File: config.mk
export PLATFORM = sky130hd
export DESIGN_NAME = flash_prog_sequencer_flat
export DESIGN_NICKNAME = d
export VERILOG_FILES = /design/src/rtl/flash_prog_sequencer_if.sv /design/src/rtl/flash_prog_sequencer.sv /design/src/flat_wrapper.sv
export SDC_FILE = /design/constraint.sdc
export NUM_CORES = 1
export LEC_CHECK = 0
export CAP_MARGIN = 20
export CORE_MARGIN = 4
export CORE_UTILIZATION = 40
export CTS_CLUSTER_DIAMETER = 30
export DETAILED_ROUTE_END_ITERATION = 8
export GPL_TIMING_DRIVEN = 0
export PLACE_DENSITY = 0.62
export SLEW_MARGIN = 10
export SYNTH_ARGS = -nofsm -noshare
export SYNTH_HDL_FRONTEND = slang
export SYNTH_SLANG_ARGS = --single-unit
File: constraint.sdc
create_clock -name m2 -period 2 [get_ports m2]
set_input_delay 0.3 -clock m2 [delete_from_list [all_inputs] [get_ports m2]]
set_output_delay 0.3 -clock m2 [all_outputs]
set_load 0.05 [all_outputs]
File: src/rtl/flash_prog_sequencer_if.sv
`default_nettype none
// +----------------------------------------------------------------------------+
// | flash_prog_sequencer_if : ROM-space write strobe bus from the mapper latch |
// | Revision: 1.0                                                              |
// +----------------------------------------------------------------------------+
interface flash_prog_sequencer_if;
  logic        wr_valid;
  logic [14:0] wr_addr;
  logic [7:0]  wr_data;

  modport master (output wr_valid, output wr_addr, output wr_data);
  modport slave  (input  wr_valid, input  wr_addr, input  wr_data);
endinterface
`default_nettype wire

File: src/rtl/flash_prog_sequencer.sv
`default_nettype none
// +----------------------------------------------------------------------------+
// | flash_prog_sequencer : JEDEC program/erase tracker gating PRG flash writes |
// | Revision: 1.0                                                              |
// +----------------------------------------------------------------------------+
module flash_prog_sequencer #(
  parameter int          CNT_W          = 24,
  parameter logic [11:0] UNLOCK_A1      = 12'hAAA,
  parameter logic [11:0] UNLOCK_A2      = 12'h555,
  parameter int          PROG_TIMEOUT   = 64,
  parameter int          SECTOR_TIMEOUT = 1_800_000,
  parameter int          CHIP_TIMEOUT   = 16_000_000
) (
  input  wire logic                  m2,
  input  wire logic                  rst_n,
  input  wire logic                  prg_write_enabled,
  flash_prog_sequencer_if.slave      bus,
  output logic                       flash_we_allow,
  output logic                       busy,
  output logic                       done,
  output logic                       overrun,
  output logic [2:0]                 state_dbg
);

  typedef enum logic [2:0] {
    S_IDLE  = 3'd0,
    S_U1    = 3'd1,
    S_U2    = 3'd2,
    S_PROG  = 3'd3,
    S_E_U0  = 3'd4,
    S_E_U1  = 3'd5,
    S_E_CMD = 3'd6,
    S_BUSY  = 3'd7
  } state_t;

  // A zero timeout would leave BUSY stuck, so it is clamped to one cycle.
  localparam int c_prog_int   = (PROG_TIMEOUT   < 1) ? 1 : PROG_TIMEOUT;
  localparam int c_sector_int = (SECTOR_TIMEOUT < 1) ? 1 : SECTOR_TIMEOUT;
  localparam int c_chip_int   = (CHIP_TIMEOUT   < 1) ? 1 : CHIP_TIMEOUT;
  localparam logic [CNT_W-1:0] c_prog_load   = CNT_W'(c_prog_int);
  localparam logic [CNT_W-1:0] c_sector_load = CNT_W'(c_sector_int);
  localparam logic [CNT_W-1:0] c_chip_load   = CNT_W'(c_chip_int);
  localparam logic [CNT_W-1:0] c_one         = CNT_W'(1);
  localparam logic [CNT_W-1:0] c_zero        = '0;

  generate
    if ((longint'(c_prog_int)   >= (longint'(1) << CNT_W)) ||
        (longint'(c_sector_int) >= (longint'(1) << CNT_W)) ||
        (longint'(c_chip_int)   >= (longint'(1) << CNT_W))) begin : g_timeout_range_err
      $error("flash_prog_sequencer: a timeout does not fit in CNT_W bits");
    end
  endgenerate

  state_t           r_state;
  state_t           w_next_state;
  logic [CNT_W-1:0] r_cnt;
  logic [CNT_W-1:0] w_next_cnt;
  logic             r_we_allow;
  logic             r_busy;
  logic             r_done;
  logic             r_overrun;

  logic w_hit;
  logic w_at_a1;
  logic w_at_a2;
  logic w_unlock1;
  logic w_unlock2;
  logic w_unused_addr_hi;

  assign w_hit            = bus.wr_valid;
  assign w_at_a1          = (bus.wr_addr[11:0] == UNLOCK_A1);
  assign w_at_a2          = (bus.wr_addr[11:0] == UNLOCK_A2);
  assign w_unlock1        = (bus.wr_data == 8'hAA) && w_at_a1;
  assign w_unlock2        = (bus.wr_data == 8'h55) && w_at_a2;
  assign w_unused_addr_hi = ^bus.wr_addr[14:12];

  always_comb begin
    w_next_state = r_state;
    w_next_cnt   = r_cnt;
    if (r_state == S_BUSY) begin
      // Flash is already executing; BUSY runs out regardless of enable or writes.
      if (r_cnt <= c_one) begin
        w_next_state = S_IDLE;
        w_next_cnt   = c_zero;
      end else begin
        w_next_cnt   = r_cnt - c_one;
      end
    end else if (!prg_write_enabled) begin
      w_next_state = S_IDLE;
    end else if (w_hit) begin
      w_next_state = S_IDLE;
      case (r_state)
        S_IDLE:  if (w_unlock1) w_next_state = S_U1;
        S_U1:    if (w_unlock2) w_next_state = S_U2;
        S_U2: begin
          if (bus.wr_data == 8'hA0)      w_next_state = S_PROG;
          else if (bus.wr_data == 8'h80) w_next_state = S_E_U0;
        end
        S_PROG: begin
          w_next_state = S_BUSY;
          w_next_cnt   = c_prog_load;
        end
        S_E_U0:  if (w_unlock1) w_next_state = S_E_U1;
        S_E_U1:  if (w_unlock2) w_next_state = S_E_CMD;
        S_E_CMD: begin
          if (bus.wr_data == 8'h30) begin
            w_next_state = S_BUSY;
            w_next_cnt   = c_sector_load;
          end else if ((bus.wr_data == 8'h10) && w_at_a1) begin
            w_next_state = S_BUSY;
            w_next_cnt   = c_chip_load;
          end
        end
        default: w_next_state = S_IDLE;
      endcase
    end
  end

  always_ff @(posedge m2) begin
    if (!rst_n) begin
      r_state    <= S_IDLE;
      r_cnt      <= c_zero;
      r_we_allow <= 1'b0;
      r_busy     <= 1'b0;
      r_done     <= 1'b0;
      r_overrun  <= 1'b0;
    end else begin
      r_state    <= w_next_state;
      r_cnt      <= w_next_cnt;
      r_we_allow <= prg_write_enabled && (w_next_state != S_BUSY);
      r_busy     <= (w_next_state == S_BUSY);
      r_done     <= (r_state == S_BUSY) && (w_next_state == S_IDLE);
      if ((r_state == S_BUSY) && w_hit) begin
        r_overrun <= 1'b1;
      end
    end
  end

  assign flash_we_allow = r_we_allow;
  assign busy           = r_busy;
  assign done           = r_done;
  assign overrun        = r_overrun;
  assign state_dbg      = r_state;

endmodule
`default_nettype wire
File: src/flat_wrapper.sv
// flat-port wrapper written by rule: the top's interface ports become plain ports
module flash_prog_sequencer_flat 
#(
  parameter int          CNT_W          = 24,
  parameter logic [11:0] UNLOCK_A1      = 12'hAAA,
  parameter logic [11:0] UNLOCK_A2      = 12'h555,
  parameter int          PROG_TIMEOUT   = 64,
  parameter int          SECTOR_TIMEOUT = 1_800_000,
  parameter int          CHIP_TIMEOUT   = 16_000_000
)
  (m2, rst_n, prg_write_enabled, flash_we_allow, busy, done, overrun, state_dbg, bus_wr_valid, bus_wr_addr, bus_wr_data);
  flash_prog_sequencer_if bus_i ();
  input  wire logic m2;
  input  wire logic rst_n;
  input  wire logic prg_write_enabled;
  output logic flash_we_allow;
  output logic busy;
  output logic done;
  output logic overrun;
  output logic [2:0] state_dbg;
  input wire logic [$bits(bus_i.wr_valid)-1:0] bus_wr_valid;
  input wire logic [$bits(bus_i.wr_addr)-1:0] bus_wr_addr;
  input wire logic [$bits(bus_i.wr_data)-1:0] bus_wr_data;
  assign bus_i.wr_valid = bus_wr_valid;
  assign bus_i.wr_addr = bus_wr_addr;
  assign bus_i.wr_data = bus_wr_data;
  flash_prog_sequencer #(.CNT_W(CNT_W), .UNLOCK_A1(UNLOCK_A1), .UNLOCK_A2(UNLOCK_A2), .PROG_TIMEOUT(PROG_TIMEOUT), .SECTOR_TIMEOUT(SECTOR_TIMEOUT), .CHIP_TIMEOUT(CHIP_TIMEOUT)) u_core (.m2(m2), .rst_n(rst_n), .prg_write_enabled(prg_write_enabled), .bus(bus_i), .flash_we_allow(flash_we_allow), .busy(busy), .done(done), .overrun(overrun), .state_dbg(state_dbg));
endmodule
==> out/qor.yml <==
logic_synthesis:
  netlist_top_cells_area: "dfxtp_1 29%, nor3_1 5.2%, o21ai_1 4.5%"
  async_reset_ff_share_pct: 0
  synth_nets: 297
  ys_seq_area_share_pct: 29.38
  syn_area_um2: 2112
  synth_warnings: 0
  yosys.area.top_type: "dfxtp_1"
  ys_ff_latch: 31
  synthFlopType: "dfxtp_1"
  synthCells: 268
  ys_types: 62
  yosysMostFrequentCell: "dfxtp_1"
  synth_commonest_cells: "31 x dfxtp_1, 23 x nand2_1, 22 x nor2_1, 22 x nor3_1, 19 x o21ai_1"
  synth_edf_count: 0
  avgSynthCellArea_um2: 7.881
  netlist.area_leader.share_pct: 29.38
worst_setup_path:
  crit_family: "buffers and inverters"
  worst-path-buf-inv: 4
  end_kind: "register"
  path_cells: "clkdlybuf4s50_1 > inv_1 > clkbuf_1 > clkbuf_1 > nor2_1"
  crit_type: "in2reg"
  cp-start-kind: "primary input"
  cpMostUsedCell: "clkbuf_1"
  cp.required_ns: 2.15
  critPathArrivalTime_ns: 2.07
  cp_slowest_cell: "clkdlybuf4s50_1"
  path_max_fanout: 10
  slowest_delay_ns: 0.54
sta:
  slew_violations: 0
  rsz0062_at_grt: "true"
  worst_slew_pin_slew_ns: 0.6712
  period_minus_slack_ns: 1.921
  relSlewSlack_pct: 54.91
  clock_skew_ns: 0.006582
  fin_ws_ns: 0.07926
  fmax_ghz: 0.5206
  setup_violations: 0
  hold_viol: 0
  hold_slack_ns: 0.4863
  period_share_pct: 96.04
cts:
  cts-root-buf: "clkbuf_8"
  clk_pin_slew_ns: 0.07
  cts.sinks: 31
  cts-buffers-inserted: 5
  tritoncts: "done"
  clk_latency_ns: 0.29
  cts_max_path_buffers: 2
  cts_htree_levels: 2
power_and_ir_drop:
  p_leak_uw: 0.001276
  pwr-share-clk_pct: 42.5
  power.switching_uw: 320.8
  combPwrFrac_pct: 10.5
  power_density_nw_per_um2: 413.4
  sequentialPowerShare_pct: 47.0
  intPower_uw: 1002
  p_sw_share_pct: 24.26
  vdd_drop_max_mv: 0.3209
layout:
  antennaDiodeCount: 0
  drive_gt1_share_pct: 30.15
  register_area_um2: 631.9
  nFillCells: 442
  multi_input_area_um2: 1652
  nNetsFinal: 363
  fin_util_pct: 62.64
  area_delta_synth_final_pct: 51.48
  final_area_um2: 3199
detailed_routing:
  drt_iter0_markers: 273
  firstDrtPassIters: 5
  totalWireLength_mm: 7.271
  ant_nets: 0
  post-route-drc-count: 0
  via_per_inst: 6.015
  post_drt_wl_per_cell_um: 17.95
  num_vias: 2436
floorplan:
  ioPinCount: 34
  start_util_pct: 41.35
  core_area_um2: 5107
  die-area_um2: 6507
  std_cell_rows: 26
  fp.dieH_um: 80.67
  die_w_um: 80.67
place:
  portBuffers: 30
  place_ws_ns: -0.6728
  gp_congestion: 0.8738
  dpl_cell_area_um2: 2506
  dp_hpwl_mm: 4.519
global_route:
  grt_start_max_net_pins: 11
  grt_overflow: 0
  grt_pass1_wl_mm: 10.60
  antenna_found_initial: 0
  grt_pass1_vias: 2141
  grt.total_usage_pct: 20.68
status:
  outcome: "completed"
job:
  drv_cap: 0
hold_path:
  min_path_type: "reg2reg"
==> metal layers <==
layer | wire, um | GRT usage, % | up-vias
met5 | 0 | 0 | -
met4 | 60 | 5.405 | 0
met3 | 455 | 4.148 | 8
met2 | 3486 | 34.19 | 99
met1 | 3269 | 27.27 | 1167
li1 | - | - | 1162
==> power by group through the flow <==
| stage | Combinational (uW) | Sequential [uW] | Clock (uW) |
|---|---|---|---|
| 6_report | 139 | 621 | 562 |
| 5_1_grt | 148 | 622 | 593 |
| 4_1_cts | 129 | 620 | 562 |
| 3_5_place_dp | 117 | 634 | 0 |
| 3_3_place_gp | 117 | 634 | 0 |
| 2_1_floorplan | 38.4 | 642 | 0 |
==> tightest hold or removal path: stages (launching register included) <==
cell and delay, ns:
dfxtp_2 0.34, nand2_1 0.05, a21oi_1 0.05
==> kinds of logic (layout without fill, tap and decap cells) <==
kind of cell             Yosys count  count (layout)  share of synthesized area, %
AND/OR/NAND/NOR                  132             132                         38.27
adder cells (fa/ha/maj)            2               2                         1.185
AO/OA/AOI/OAI                     81              81                         26.54
buffers and inverters             22              89                         4.621
flip-flops                        31              31                         29.38
==> registers in the layout, summed over array words and instances, names as in the netlist <==
register / cells
u_core.done: 1
u_core.state_dbg: 3
u_core.busy: 1
u_core.r_cnt: 24
u_core.flash_we_allow: 1
u_core.overrun: 1
==> repair_timing <==
| action | in CTS | in global routing |
|---|---|---|
| hold buffers | 0 | 0 |
| setup buffers | 6 | 21 |
| setup endpoints to repair | 29 | 28 |
| cloned | 0 | 3 |
| gates resized for setup | 19 | 69 |
| pin swaps | 5 | 23 |
==> area by class of cell <==
cell class	instances	share of cell area (%)
sequential	31	19.75
tap	70	2.738
clock buffer	8	3.129
multi-input combinational	215	51.62
buffer	13	2.972
timing repair buffer	60	18.85
inverter	8	0.9386
==> cells in the final DEF, fill, tap and decap left out, types with 3 or more instances in the layout <==
cell / n
nand3_1: 10
nor3_4: 6
nor4b_1: 3
clkdlybuf4s50_1: 15
o21ai_2: 7
or3_1: 3
o31ai_1: 6
nand4_1: 3
nand2_1: 22
buf_6: 8
and2_1: 3
o21ai_1: 14
a311oi_1: 3
dfxtp_1: 24
nor3b_1: 3
clkbuf_8: 7
nor2_1: 21
nor3_1: 21
clkbuf_2: 3
nor4_4: 3
buf_4: 22
nor4bb_4: 3
buf_12: 3
nand4_4: 3
a21oi_1: 16
dfxtp_2: 6
o21ai_0: 7
clkbuf_1: 4
nor4_1: 5
inv_1: 6
buf_2: 3
dlymetal6s2s_1: 14
==> path summary, 6_finish.rpt <==
check / from / end / slack, ns / depth (start not counted)
setup / recovery: rst_n / u_core.r_cnt[5] / 0.08 / 5
hold / removal: u_core.r_cnt[7] / u_core.r_cnt[7] / 0.49 / 2
setup reg to reg: u_core.state_dbg[0] / u_core.r_cnt[16] / 0.09 / 9
hold reg to reg: u_core.r_cnt[7] / u_core.r_cnt[7] / 0.49 / 2
==> stage by stage <==
| stage | power (uW) | instances | TNS [ns] |
|---|---|---|---|
| 2_1_floorplan | 680.1 | 268 | 0 |
| 3_5_place_dp | 750.6 | 368 | -13.67 |
| 5_1_grt | 1362 | 405 | -0.005460 |
| 6_report | 1323 | 405 | 0 |
| 3_3_place_gp | 750.8 | 368 | -13.79 |
| 4_1_cts | 1310 | 382 | -0.2417 |
Power figures use the tool's default switching activity.
